[src/rtl/five_bit_rom_pkg.sv]
// Shared widths and types for the five_bit_rom lookup table.
// ADDR_W is derived from DEPTH so the two can never disagree.
package five_bit_rom_pkg;

    localparam int DEPTH  = 32;
    localparam int ADDR_W = $clog2(DEPTH);
    localparam int DATA_W = 5;

    typedef logic [ADDR_W-1:0] addr_t;
    typedef logic [DATA_W-1:0] data_t;

endpackage

[src/rtl/five_bit_rom_table.sv]
// Combinational contents of the five_bit_rom: each entry is its address bit-reversed.
// Listed explicitly so the table stays a plain ROM that synthesis can map as it likes.
module five_bit_rom_table
    import five_bit_rom_pkg::*;
(
    input  logic [ADDR_W-1:0] addr,
    output logic [DATA_W-1:0] data
);

    always_comb begin
        data = '0;
        case (addr)
            5'd0:  data = 5'd0;
            5'd1:  data = 5'd16;
            5'd2:  data = 5'd8;
            5'd3:  data = 5'd24;
            5'd4:  data = 5'd4;
            5'd5:  data = 5'd20;
            5'd6:  data = 5'd12;
            5'd7:  data = 5'd28;
            5'd8:  data = 5'd2;
            5'd9:  data = 5'd18;
            5'd10: data = 5'd10;
            5'd11: data = 5'd26;
            5'd12: data = 5'd6;
            5'd13: data = 5'd22;
            5'd14: data = 5'd14;
            5'd15: data = 5'd30;
            5'd16: data = 5'd1;
            5'd17: data = 5'd17;
            5'd18: data = 5'd9;
            5'd19: data = 5'd25;
            5'd20: data = 5'd5;
            5'd21: data = 5'd21;
            5'd22: data = 5'd13;
            5'd23: data = 5'd29;
            5'd24: data = 5'd3;
            5'd25: data = 5'd19;
            5'd26: data = 5'd11;
            5'd27: data = 5'd27;
            5'd28: data = 5'd7;
            5'd29: data = 5'd23;
            5'd30: data = 5'd15;
            5'd31: data = 5'd31;
            default: data = '0;
        endcase
    end

endmodule

[src/rtl/five_bit_rom.sv]
// Registered bit-reversal ROM: out follows table[in] one clock later.
// Optional ROM_PARITY_EN adds out_parity, the XOR of out, aligned with it.
module five_bit_rom
    import five_bit_rom_pkg::*;
(
    input  logic              clk,
    input  logic              rst,
    input  logic [ADDR_W-1:0] in,
    output logic [DATA_W-1:0] out
`ifdef ROM_PARITY_EN
    ,
    output logic              out_parity
`endif
);

    logic [DATA_W-1:0] rom_data;
    logic [DATA_W-1:0] out_d;
    logic [DATA_W-1:0] out_q;

    five_bit_rom_table u_table (
        .addr (in),
        .data (rom_data)
    );

    always_comb begin
        out_d = rom_data;
    end

    always_ff @(posedge clk or posedge rst) begin
        if (rst) begin
            out_q <= '0;
        end else begin
            out_q <= out_d;
        end
    end

    assign out = out_q;

`ifdef ROM_PARITY_EN
    logic parity_d;
    logic parity_q;

    // Computed from the next out value so both flops update on the same edge.
    always_comb begin
        parity_d = ^out_d;
    end

    always_ff @(posedge clk or posedge rst) begin
        if (rst) begin
            parity_q <= 1'b0;
        end else begin
            parity_q <= parity_d;
        end
    end

    assign out_parity = parity_q;
`endif

endmodule

[config.mk]
export PLATFORM = sky130hd
export DESIGN_NAME = five_bit_rom
export DESIGN_NICKNAME = d
export VERILOG_FILES = /design/src/rtl/five_bit_rom_pkg.sv /design/src/rtl/five_bit_rom_table.sv /design/src/rtl/five_bit_rom.sv
export SDC_FILE = /design/constraint.sdc
export NUM_CORES = 1
export LEC_CHECK = 0
export CORE_AREA = 2 2 39 41
export DETAILED_ROUTE_END_ITERATION = 12
export DIE_AREA = 0 0 41 43
export GPL_ROUTABILITY_DRIVEN = 0
export SYNTH_ARGS = -nofsm -noshare
export SYNTH_HDL_FRONTEND = slang
export SYNTH_SLANG_ARGS = --single-unit
[constraint.sdc]
create_clock -name clk -period 0.8 [get_ports clk]
set_clock_uncertainty 0.15 [all_clocks]
set_input_delay 0.08 -clock clk [delete_from_list [all_inputs] [get_ports clk]]
set_output_delay 0.08 -clock clk [all_outputs]
set_load 0.02 [all_outputs]
Word level (Yosys, flattened, before mapping)
Memories as Yosys holds them, arrays and structs flattened. A register that Yosys moved wholly into a read port is not among the register bits.
Cells that the tools add are included.
{ "word_totals": {"in_bits": 7, "mem_count": 1, "regBits": 0, "mem_bits_ro": 160} }
{ "memory_table": {"columns": ["name", "depth", "width", "read_ports", "rd_ports_with_merged_regs", "write_ports", "line_no", "text"], "rows": [
  ["(name not given)", 32, 5, 1, 1, 0, "five_bit_rom_table.sv:12", "case (addr)"]
]} }

Longest topological paths before layout
Gate-level depths: netlist of the first run.
{ "logic_depth": {"word_depth": 0, "depth_mapped": 1} }

By module
A second synthesis of the first run with hierarchy kept.
{ "hier_totals": {"cells_unflattened": 11, "hier_area_um2": 166.4} }
{ "modules_own_cells": {"columns": ["mod", "area_each_um2", "seq_area_each_um2", "cells_per_inst", "instances"], "rows": [
  ["five_bit_rom", 128.9, 125.1, 6, 1],
  ["five_bit_rom_table", 37.5, 0.0, 5, 1]
]} }

Least setup slack after synthesis of the first run
OpenSTA, ideal clock, no wires.
{ "synth_path": {"kind": "register to output", "from": "register out_q[0] (netlist: out[0])", "to": "output out[0]", "path_slack_ns": 0.154, "path_stages_with_launch": 1, "t_arrival_ns": 0.416, "path_buffers": 0, "required_ns": 0.570, "cell_sequence": "dfrtp_1"} }
{ "synth_rtl": {"columns": ["element", "line_no", "text"], "rows": [
  ["from (decl)", "five_bit_rom.sv:18", "logic [DATA_W-1:0] out_q;"],
  ["to (decl)", "five_bit_rom.sv:9", "output logic [DATA_W-1:0] out"]
]} }
No word-level cell between the ends.

Worst setup path after layout of the first run
{ "layout_path": {"from": "register out_q[3] (netlist: out[3])", "to": "output out[3]"} }
No word-level cell between the ends.

==> flow_summary.json, run 1 <==
{
  "grt_pass1_vias": 124,
  "synthAdderAreaFrac_pct": 0,
  "p_leak_nw": 0.132,
  "yosys-mux-area-fraction_pct": 0,
  "slowest_stage": "dfrtp_1",
  "synth_nets": 13,
  "num-nets-final": 29,
  "crit_family": "flip-flops",
  "drc_errors": 0,
  "worst_setup_path_end_kind": "output pin",
  "synth_cells": 6,
  "via_count": 105,
  "utilization_pct": 21.1,
  "cts_buffers": 3,
  "grt_pass1_wl_um": 545,
  "max_freq_mhz": 1030,
  "synth_top_family_by_area": "buffers and inverters",
  "synth_area_um2": 129,
  "n_antenna_cell": 0,
  "clock-sinks": 5,
  "die_w_um": 41,
  "initial_utilization_pct": 9.31,
  "status": "finished, violations left",
  "tns_ps": -830,
  "cp_slowest_stage_delay_ps": 370,
  "cellPowerDensity_nw_per_um2": 2190,
  "grt_max_degree": 6,
  "ys_warn_count": 0,
  "via_per_inst": 2.84,
  "ff_latch_area_um2": 125,
  "std_cell_rows": 14,
  "cp-start-kind": "register",
  "slew_headroom_pct": 87.4,
  "firstDrtPassIters": 2,
  "drt_iter0_drc": 2,
  "areaGrowthSynthToFinish_pct": 126,
  "setup_slack_ps": -171,
  "synth_area_leader_cell": "dfrtp_1",
  "avgSynthCellArea_um2": 21.5,
  "synth.most_common_cell": "dfrtp_1",
  "min_period_ps": 971,
  "clockBufferDepth": 2,
  "ys_ff_latch": 5,
  "multi_input_gates": 0,
  "whs_ps": -106,
  "crit_chain": "buf_6",
  "violations": "hold timing, setup timing",
  "synth_edf_count": 0,
  "ys_seq_area_share_pct": 97.1,
  "overflow": 0,
  "grt.total_usage_pct": 5.97,
  "final_cells": 37,
  "path_buf_inv": 1,
  "grt_antenna_before_repair": 0,
  "core_area_um2": 1380,
  "synthSimpleGateAreaFrac_pct": 0,
  "worstMarginPinSlew_ps": 189,
  "place_inst": 33,
  "cts_tree": "built",
  "synth_top_area_share_pct": 97.1,
  "clockRootBuffer": "clkbuf_4",
  "drt-total-wl_um": 340,
  "die_area_um2": 1760,
  "ctsHtreeMaxLevel": 1,
  "synth_cell_types": 2,
  "synth-compound-area-share_pct": 0,
  "vdd_drop_max_mv": 0.787,
  "largest_reg_flops": 5,
  "critPathRequiredTime_ps": 570,
  "yosys-top-cells-area": "dfrtp_1 97%, inv_1 2.9%",
  "period_share_pct": 121,
  "crit_type": "register to output pin",
  "cp_max_fo": 1,
  "portBuffers": 11,
  "max_cap_viol_count": 0,
  "routedWlPerCell_um": 9.19,
  "rsz0062_at_grt": "yes",
  "clk_pin_slew_ps": 40,
  "multi_input_area_um2": 0,
  "pin_count": 12,
  "drive_gt1_share_pct": 38.1,
  "async_reset_ff_share_pct": 100,
  "hold_violations": 5,
  "finalSetupViolCount": 5,
  "synthXorXnorAreaFrac_pct": 0,
  "synth_common_cells": "5 x dfrtp_1, 1 x inv_1",
  "drv_slew": 0,
  "hp-class": "input port to asynchronous set/reset pin",
  "die_h_um": 43,
  "cp.arrival_ps": 740,
  "ant_nets": 0,
  "nFillCells": 144,
  "synth_ff_type": "dfrtp_1"
}
[worst paths after layout]
kind / startpoint / endpoint / slack [ps] / cells after the start
min in group clk: in[2] / out[2] / 140 / 1
max in group asynchronous: rst / out[1] / 440 / 2
worst min-delay path: rst / out[4] / -110 / 2
worst max-delay path: out[3] / out[3] / -170 / 1
[stage by stage]
step	setup WS [ps]	instance area (um2)	power, mW
after floorplan	154	129	0.295
after global placement	-333	259	0.350
after detailed placement	-360	259	0.353
after CTS	-193	292	0.657
after global routing	-221	292	0.688
final	-171	292	0.637
[cell usage in the layout, fill, tap and decap left out]
cell type        instances
dfrtp_1                  5
clkdlybuf4s50_1          6
buf_6                    5
inv_1                    1
clkbuf_4                 3
clkbuf_1                 1
[where the power goes]
group	switching (mW)	leakage [nW]	internal, mW
clock network	0.0964	0.0150	0.188
registers	0.00636	0.0583	0.267
logic	0.0299	0.0591	0.0494
[logic make-up after synthesis]
family	count (synthesis)
buffers and inverters	1
flip-flops	5
[metal layers]
metal,global-route usage (%),part of all wire [%],vias up
met4,8.00,2.9,0
met3,6.28,9.4,2
li1,-,-,46
met5,0,0,-
met1,5.26,50,45
met2,5.94,36,12
[area by class of cell]
type / instances / area share, %
inverter: 1 / 1.29
clock buffer: 4 / 9.01
tap: 16 / 6.87
sequential: 5 / 42.9
timing repair buffer: 11 / 39.9
[timing repair]
item                                    CTS  global route
setup buffers                             0             0
hold endpoints to repair                  5             5
cloned                                    0             0
gates resized for setup                  30             0
endpoints found under the setup margin    5             5
Power figures use the tool's default switching activity.
==> run 2: changes to the inputs <==
--- a/config.mk
+++ b/config.mk
@@ -5,10 +5,14 @@
 export SDC_FILE = /design/constraint.sdc
 export NUM_CORES = 1
 export LEC_CHECK = 0
+export CELL_PAD_IN_SITES_DETAIL_PLACEMENT = 1
+export CELL_PAD_IN_SITES_GLOBAL_PLACEMENT = 2
 export CORE_AREA = 2 2 39 41
 export DETAILED_ROUTE_END_ITERATION = 12
 export DIE_AREA = 0 0 41 43
 export GPL_ROUTABILITY_DRIVEN = 0
+export PLACE_DENSITY_LB_ADDON = 0.1
 export SYNTH_ARGS = -nofsm -noshare
 export SYNTH_HDL_FRONTEND = slang
 export SYNTH_SLANG_ARGS = --single-unit
+export TNS_END_PERCENT = 50
==> flow_summary.json, run 2 (synthesized netlist as in run 1, its figures left out) <==
{
  "slowest_stage": "dfrtp_1",
  "slew_headroom_pct": 88.3,
  "fin_area_um2": 292,
  "n_antenna_cell": 0,
  "crit_family": "flip-flops",
  "ant_nets": 0,
  "ctsHtreeMaxLevel": 1,
  "die_area_um2": 1760,
  "drt_iter0_drc": 1,
  "initial_utilization_pct": 9.31,
  "largest_reg_flops": 5,
  "grt_pass1_wl_um": 538,
  "crit_chain": "buf_6",
  "hold_violations": 5,
  "cp_slowest_stage_delay_ps": 370,
  "clock-sinks": 5,
  "std_cell_rows": 14,
  "final_cell_mix": "6 x clkdlybuf4s50_1, 5 x dfrtp_1, 5 x buf_6",
  "place_inst": 33,
  "worst_setup_path_end_kind": "output pin",
  "portBuffers": 11,
  "vdd_drop_max_mv": 0.400,
  "via_count": 100,
  "grt_pass1_vias": 135,
  "p_leak_nw": 0.132,
  "tns_ps": -800,
  "overflow": 0,
  "core_area_um2": 1380,
  "status": "finished, violations left",
  "routedWlPerCell_um": 8.59,
  "layout_commonest_cell": "clkdlybuf4s50_1",
  "cp_max_fo": 1,
  "placed_cell_area_um2": 259,
  "rsz0062_at_grt": "yes",
  "pin_count": 12,
  "multi_input_area_um2": 0,
  "grt_max_degree": 6,
  "final_cells": 37,
  "max_cap_viol_count": 0,
  "drc_errors": 0,
  "grt_antenna_before_repair": 0,
  "firstDrtPassIters": 2,
  "drv_slew": 0,
  "critPathRequiredTime_ps": 570,
  "finalSetupViolCount": 5,
  "setup_slack_ps": -164,
  "max_freq_mhz": 1040,
  "die_h_um": 43,
  "violations": "hold timing, setup timing",
  "nFillCells": 159,
  "drt-total-wl_um": 318,
  "path_buf_inv": 1,
  "cellPowerDensity_nw_per_um2": 2170,
  "multi_input_gates": 0,
  "whs_ps": -110,
  "clockBufferDepth": 2,
  "cts_setup_buffers": 0,
  "hp-class": "input port to asynchronous set/reset pin",
  "via_per_inst": 2.70,
  "clk_pin_slew_ps": 40,
  "drive_gt1_share_pct": 38.1,
  "ff_latch_area_um2": 125,
  "cp.arrival_ps": 730,
  "crit_type": "register to output pin",
  "num-nets-final": 29,
  "die_w_um": 41,
  "utilization_pct": 21.1,
  "period_share_pct": 120,
  "min_period_ps": 964,
  "cts_buffers": 3,
  "worstMarginPinSlew_ps": 175,
  "cts_tree": "built",
  "cp-start-kind": "register",
  "clockRootBuffer": "clkbuf_4",
  "areaGrowthSynthToFinish_pct": 126,
  "grt.total_usage_pct": 5.56
}
run 2: worst max path at each step:
| stage | to | start | cells past startpoint |
|---|---|---|---|
| after floorplan | out[0] | out[0] | 0 |
| after global placement | out[3] | out[3] | 1 |
| after detailed placement | out[1] | out[1] | 1 |
| after global routing | out[4] | out[4] | 1 |
| after CTS | out[3] | out[3] | 1 |
| final | out[3] | out[3] | 1 |
run 2: report_power, final:
group          internal [mW]  switching (mW)  leakage (nW)
combinational         0.0495          0.0292        0.0591
sequential             0.267         0.00586        0.0583
clock                  0.188          0.0919        0.0150
total                  0.504           0.127         0.132
run 2: what timing repair did:
item                                   in CTS  in global routing
endpoints found under the hold margin       5                  5
cloned                                      0                  0
setup endpoints to repair                   5                  5
resized for setup                          28                  2
run 2: layer usage:
metal / global-route usage, % / wire length [um] / part of all wire [%]
met2: 5.31 / 130 / 41
met4: 10.0 / 0 / 0
met5: 0 / 0 / 0
met3: 3.66 / 70 / 22
met1: 5.25 / 117 / 37
run 2: stage by stage:
stage / setup WS (ps) / power, mW
2_1_floorplan: 154 / 0.295
3_3_place_gp: -336 / 0.352
3_5_place_dp: -338 / 0.352
4_1_cts: -180 / 0.648
5_1_grt: -193 / 0.663
6_report: -164 / 0.631
run 2: layout make-up:
cell class | count | area share (%)
tap | 16 | 6.87
timing repair buffer | 11 | 39.9
clock buffer | 4 | 9.01
inverter | 1 | 1.29
sequential | 5 | 42.9
==> run 3: changes to the inputs <==
--- a/config.mk
+++ b/config.mk
@@ -8,10 +8,12 @@
 export CELL_PAD_IN_SITES_DETAIL_PLACEMENT = 1
 export CELL_PAD_IN_SITES_GLOBAL_PLACEMENT = 2
 export CORE_AREA = 2 2 39 41
+export CTS_CLUSTER_SIZE = 30
 export DETAILED_ROUTE_END_ITERATION = 12
 export DIE_AREA = 0 0 41 43
 export GPL_ROUTABILITY_DRIVEN = 0
 export PLACE_DENSITY_LB_ADDON = 0.1
+export SKIP_LAST_GASP = 1
 export SYNTH_ARGS = -nofsm -noshare
 export SYNTH_HDL_FRONTEND = slang
 export SYNTH_SLANG_ARGS = --single-unit
==> results of run 3 <==
No change in the layout: final DEF, timing and power equal those of run 2.
